--- config.mk ---
export PLATFORM = sky130hd
export DESIGN_NAME = twos_to_sign_mag
export DESIGN_NICKNAME = d
export VERILOG_FILES = /design/src/rtl/twos_to_sign_mag_pkg.sv /design/src/rtl/twos_to_sign_mag_serial_negate_cell.sv /design/src/rtl/twos_to_sign_mag.sv
export SDC_FILE = /design/constraint.sdc
export NUM_CORES = 1
export LEC_CHECK = 0
export ABC_AREA = 1
export CORE_MARGIN = 4
export CORE_UTILIZATION = 56
export DETAILED_ROUTE_END_ITERATION = 10
export PLACE_DENSITY_LB_ADDON = 0.25
export SETUP_SLACK_MARGIN = 0.3
export SLEW_MARGIN = 30
export SYNTH_ARGS = -nofsm -noshare
export SYNTH_HDL_FRONTEND = slang
export SYNTH_SLANG_ARGS = --single-unit
--- constraint.sdc ---
create_clock -name clk -period 3.3 [get_ports clk]
set_input_delay 0.495 -clock clk [delete_from_list [all_inputs] [get_ports clk]]
set_output_delay 0.495 -clock clk [all_outputs]
set_load 0.1 [all_outputs]
--- src/rtl/twos_to_sign_mag_pkg.sv ---
// Shared multiplier definitions: converter state encoding and default datapath widths.
package twos_to_sign_mag_pkg;

    localparam int unsigned MANT_W  = 25;
    localparam int unsigned EXP_W   = 10;
    localparam int unsigned STATE_W = 2;

    typedef enum logic [STATE_W-1:0] {
        ST_IDLE  = 2'd0,
        ST_SHIFT = 2'd1,
        ST_DONE  = 2'd2
    } state_t;

endpackage : twos_to_sign_mag_pkg

--- src/rtl/twos_to_sign_mag_serial_negate_cell.sv ---
// One bit of an LSB-first two's-complement negation: copy bits up to and including
// the first 1, invert everything after it.
module twos_to_sign_mag_serial_negate_cell (
    input  logic b,
    input  logic seen_one,
    input  logic neg,
    output logic o,
    output logic seen_one_next
);

    always_comb begin
        o             = (neg && seen_one) ? ~b : b;
        seen_one_next = seen_one | b;
    end

endmodule : twos_to_sign_mag_serial_negate_cell

--- src/rtl/twos_to_sign_mag.sv ---
// Serial two's-complement to sign-magnitude converter; negates one bit per clock,
// LSB first, so no wide carry chain is needed.
module twos_to_sign_mag
    import twos_to_sign_mag_pkg::*;
#(
    parameter int unsigned W = MANT_W
) (
    input  logic         clk,
    input  logic         rst,
    input  logic         in_valid,
    output logic         in_ready,
    input  logic [W-1:0] in_data,
    output logic         out_valid,
    input  logic         out_ready,
    output logic         out_sign,
    output logic [W-1:0] out_mag,
    output logic         out_is_min
);

    localparam int unsigned CNT_W = $clog2(W);
    localparam logic [W-1:0] MIN_VAL = {1'b1, {(W-1){1'b0}}};
    localparam logic [CNT_W-1:0] LAST_CNT = CNT_W'(W - 1);

    state_t             state, state_next;
    logic [W-1:0]       sr, sr_next;
    logic [CNT_W-1:0]   cnt, cnt_next;
    logic               sign_q, sign_next;
    logic               min_q, min_next;
    logic               seen_one, seen_next;
    logic               in_ready_next;
    logic               out_valid_next;
    logic               out_sign_next;
    logic [W-1:0]       out_mag_next;
    logic               out_is_min_next;
    logic               cell_o;
    logic               cell_seen_next;

    twos_to_sign_mag_serial_negate_cell u_cell (
        .b             (sr[0]),
        .seen_one      (seen_one),
        .neg           (sign_q),
        .o             (cell_o),
        .seen_one_next (cell_seen_next)
    );

    // State, datapath and registered outputs
    always_ff @(posedge clk or posedge rst) begin
        if (rst) begin
            state      <= ST_IDLE;
            sr         <= '0;
            cnt        <= '0;
            sign_q     <= 1'b0;
            min_q      <= 1'b0;
            seen_one   <= 1'b0;
            in_ready   <= 1'b1;
            out_valid  <= 1'b0;
            out_sign   <= 1'b0;
            out_mag    <= '0;
            out_is_min <= 1'b0;
        end else begin
            state      <= state_next;
            sr         <= sr_next;
            cnt        <= cnt_next;
            sign_q     <= sign_next;
            min_q      <= min_next;
            seen_one   <= seen_next;
            in_ready   <= in_ready_next;
            out_valid  <= out_valid_next;
            out_sign   <= out_sign_next;
            out_mag    <= out_mag_next;
            out_is_min <= out_is_min_next;
        end
    end

    // Next-state and next-output logic; outputs are precomputed so they land with the state
    always_comb begin
        state_next      = state;
        sr_next         = sr;
        cnt_next        = cnt;
        sign_next       = sign_q;
        min_next        = min_q;
        seen_next       = seen_one;
        in_ready_next   = in_ready;
        out_valid_next  = out_valid;
        out_sign_next   = out_sign;
        out_mag_next    = out_mag;
        out_is_min_next = out_is_min;

        case (state)
            ST_IDLE: begin
                if (in_valid && in_ready) begin
                    sr_next       = in_data;
                    sign_next     = in_data[W-1];
                    min_next      = (in_data == MIN_VAL);
                    cnt_next      = '0;
                    seen_next     = 1'b0;
                    in_ready_next = 1'b0;
                    state_next    = ST_SHIFT;
                end
            end
            ST_SHIFT: begin
                sr_next   = {cell_o, sr[W-1:1]};
                seen_next = cell_seen_next;
                if (cnt == LAST_CNT) begin
                    state_next      = ST_DONE;
                    out_valid_next  = 1'b1;
                    out_sign_next   = sign_q;
                    out_mag_next    = {cell_o, sr[W-1:1]};
                    out_is_min_next = min_q;
                end else begin
                    cnt_next = cnt + CNT_W'(1);
                end
            end
            ST_DONE: begin
                if (out_ready) begin
                    state_next     = ST_IDLE;
                    out_valid_next = 1'b0;
                    in_ready_next  = 1'b1;
                end
            end
            default: begin
                state_next     = ST_IDLE;
                out_valid_next = 1'b0;
                in_ready_next  = 1'b1;
            end
        endcase
    end

endmodule : twos_to_sign_mag

==> summary.txt <==
CTS
  • Post-CTS Setup Inserts: 0
  • Root buffer cell: clkbuf_8
  • Number of hold buffers added after CTS: 0
  • Number of levels the H-tree was split into: 3
  • Clock slew at the register clock pins of the worst setup and hold paths: approximately 60 ps
  • Maximum number of buffers from clock root to sink: 2
  • Clock buffers created by TritonCTS: 9
  • Quantity of gates resized following cts: 0
  • Clock latency reported for the late side of the worst-skew pair: between 300 and 400 ps
  • Clock Sink Count: 64
  • Clock tree from TritonCTS: yes

STA
  • Worst slew slack as a fraction of its limit: a little over a third
  • Maximum achievable frequency: between 0.4 and 0.5 GHz
  • Setup TNS Final: 0 ps
  • Unrepaired setup endpoints after global routing: no
  • Number of hold violations in the final report: 0
  • Clock period minus final worst setup slack: about 2400 ps
  • Fin. max-slew vios: 0
  • Number of setup violations in the final report: 0
  • Fraction of the cycle the final worst path needs: 71.43%
  • Worst Max-Slew Pin Slew: between 900 and 1000 ps
  • Worst Clk Skew: 4.964 ps

Global route
  • Via count of the first global-routing pass: 2469
  • Number of antenna violations at the first check in global routing: 0
  • Pin count of the biggest net entering global routing: 56
  • Global routing usage summed across all routing layers: between 20 and 25%
  • Overflow left after global routing: 0
  • Global-route wire length before repair: approximately 11000 µm

Floorplanning
  • Number of placement rows: 27
  • Core area: about 5500 µm²
  • Starting density of the core: 57.50%
  • Height of the chip: between 80 and 90 µm
  • Area of the die: 6882 µm²
  • X dimension of the die: 82.96 µm
  • Ports placed on the boundary: between 50 and 60

Yosys
  • Synthesis warning total: 0
  • Post-synthesis sequential element count: between 60 and 70
  • FFs w/ async S/R, synth: 100.0%
  • Mapped Area: 3147 µm²
  • Yosys cell types: 31
  • Sequential area share after synthesis: ~51%
  • Synthesized net count: slightly below 400
  • Mapped Cells: 366
  • Mean cell area of the mapped netlist: 8.598 µm²
  • Top_reg_cell synth: dfrtp_1
  • Count of flip-flops with a built-in enable after synthesis: 0

Setup path
  • Category of cells accounting for the largest share of critical-path delay: buffers and inverters
  • Library cell contributing the largest single delay on the critical path: clkdlybuf4s50_1
  • Element type at the critical path start: register
  • Crit Path Class: register to primary output
  • CP bufs+invs: 1
  • Required time of the critical path: 2800 ps
  • Number of cells on the worst reg-to-reg path: 5
  • Worst Setup End Kind: primary output
  • Startpoint of the lowest-slack register-to-register path: state[1]
  • Critical path fanouts, max: 2
  • Flop2flop setup slack: about 1200 ps
  • WP data arrival: about 1900 ps
  • Critical path, cell by cell: clkdlybuf4s50_1
  • Largest incremental delay on the critical path: between 1000 and 1500 ps
  • FF-to-FF End: sr[12]

Pwr
  • Leakage component of the power: between 1.5 and 2 nW
  • Largest vdd supply drop: 0.5812 mV
  • Power per cell area: around 900 nW/µm²
  • Total power draw: between 3 and 4 mW

Drt
  • Via-to-Cell Ratio: roughly 5.0
  • Remaining antenna violation count: 0
  • Length of the first detailed-routing pass in iterations: 4
  • Routed wire length: ~6400 µm
  • Average wire per cell in the routed design: 12.81 µm
  • Initial drt markers: 162
  • Routed via count: between 2000 and 2500
  • # DRC: 0

Final layout
  • Final net count: ~450
  • Number of standard cells in the layout, taps in and fillers out: ~500
  • Share of layout cells above drive strength 1: a little over an eighth
  • Area growth from synthesis to layout: 22.35%
  • Footprint of the multi-input gates: ~1200 µm²
  • Diodes inserted: 0
  • Filler cells: about 430
  • Area taken by flip-flops and latches: between 1500 and 2000 µm²
  • Area of all placed cells without fillers: a little under 4000 µm²

Placement
  • Global placement routability congestion: slightly above 0.8
  • Estimated wirelength of the detail-placed design: 4368 µm
  • Port Buf Inserts: 57
  • Area after DPL: 3684 µm²
  • Number of cells in the design after placement: approximately 480

Run status
  • Status: finished clean

Run
  • Count of maximum capacitance violations: 0

Min path
  • Path class of the lowest-slack min-delay path: input port to asynchronous set/reset pin
worst max path at each step:
stage	from	endpoint	slack [ps]	cells after the start
after floorplan	rst	cnt[0]	1210	1
after global placement	in_valid	sr[18]	1110	4
after detailed placement	in_valid	sr[12]	1030	5
after CTS	out_mag[0]	out_mag[0]	930	1
after global routing	out_mag[3]	out_mag[3]	890	1
final	out_mag[0]	out_mag[0]	940	1
metrics by stage:
stage / setup slack [ps] / hold WS, ps / util (%)
2_1_floorplan: 1209 / 449.7 / -
3_3_place_gp: 1113 / 464.0 / 67.31
3_5_place_dp: 1031 / 466.8 / 67.31
4_1_cts: 927.4 / 472.8 / 70.35
5_1_grt: 891.8 / 495.4 / 70.35
6_report: 942.9 / 463.1 / 70.35
cell type report:
class	count	area share (%)
tap	72	2.340
inverter	55	5.557
sequential	64	41.63
timing repair buffer	59	15.14
clock buffer	15	4.322
multi-input combinational	231	31.00
synthesized netlist by cell type, types with 2 or more instances:
cell | count | area share, %
ha_1 | 2 | 0.80
buf_2 | 4 | 0.64
o21ai_1 | 17 | 2.7
inv_1 | 52 | 6.2
dfrtp_1 | 63 | 50
buf_6 | 7 | 2.5
o21ai_0 | 29 | 4.6
nand3_1 | 11 | 1.7
nand2_2 | 5 | 0.99
o21ai_2 | 28 | 7.8
nand4_1 | 3 | 0.60
nor2_1 | 14 | 1.7
nand2_1 | 111 | 13
buf_4 | 2 | 0.48
clkbuf_1 | 2 | 0.24
logic make-up (layout without fill, tap and decap cells):
| logic type | Yosys count | count (layout) | share of synthesized area, % |
|---|---|---|---|
| AOI/OAI and AO/OA | 77 | 77 | 15.83 |
| xor gates and xnor gates | 1 | 1 | 0.2784 |
| adders and majority gates | 2 | 2 | 0.7951 |
| buffers and inverters | 71 | 129 | 11.13 |
| DFF | 64 | 64 | 50.93 |
| and+or+nand+nor | 151 | 151 | 21.03 |
layout by cell type (no fill, tap or decap), types with 2 or more instances in the layout:
master / synthesis / layout
inv_1: 52 / 51
clkbuf_8: 0 / 11
nand2_2: 5 / 5
nand4_1: 3 / 3
o21ai_0: 29 / 29
nand3_1: 11 / 11
o21ai_1: 17 / 17
clkdlybuf4s50_1: 0 / 56
o21ai_2: 28 / 28
buf_4: 2 / 3
ha_1: 2 / 2
clkbuf_1: 2 / 4
nor2_1: 14 / 14
nand2_1: 111 / 111
dfrtp_1: 63 / 63
inv_2: 1 / 2
registers in the layout, indices dropped and copies added, names as in the netlist:
signal / flops
cnt: 5
in_ready: 1
min_q: 1
out_is_min: 1
out_mag: 25
out_sign: 1
out_valid: 1
seen_one: 1
sign_q: 1
sr: 25
state: 2
metal layers:
metal	part of all wire, %	GRT usage (%)	up-vias
li1	-	-	1257
met1	44	26.23	1125
met2	48	31.71	76
met3	6.2	5.853	9
met4	1.5	8.172	0
met5	0	0	-
power breakdown:
part | switching [mW] | internal [mW]
sequential | 0.138 | 1.04
combinational | 1.18 | 0.439
clock | 0.275 | 0.311
total | 1.59 | 1.80
(Power assumes the default switching activity.)
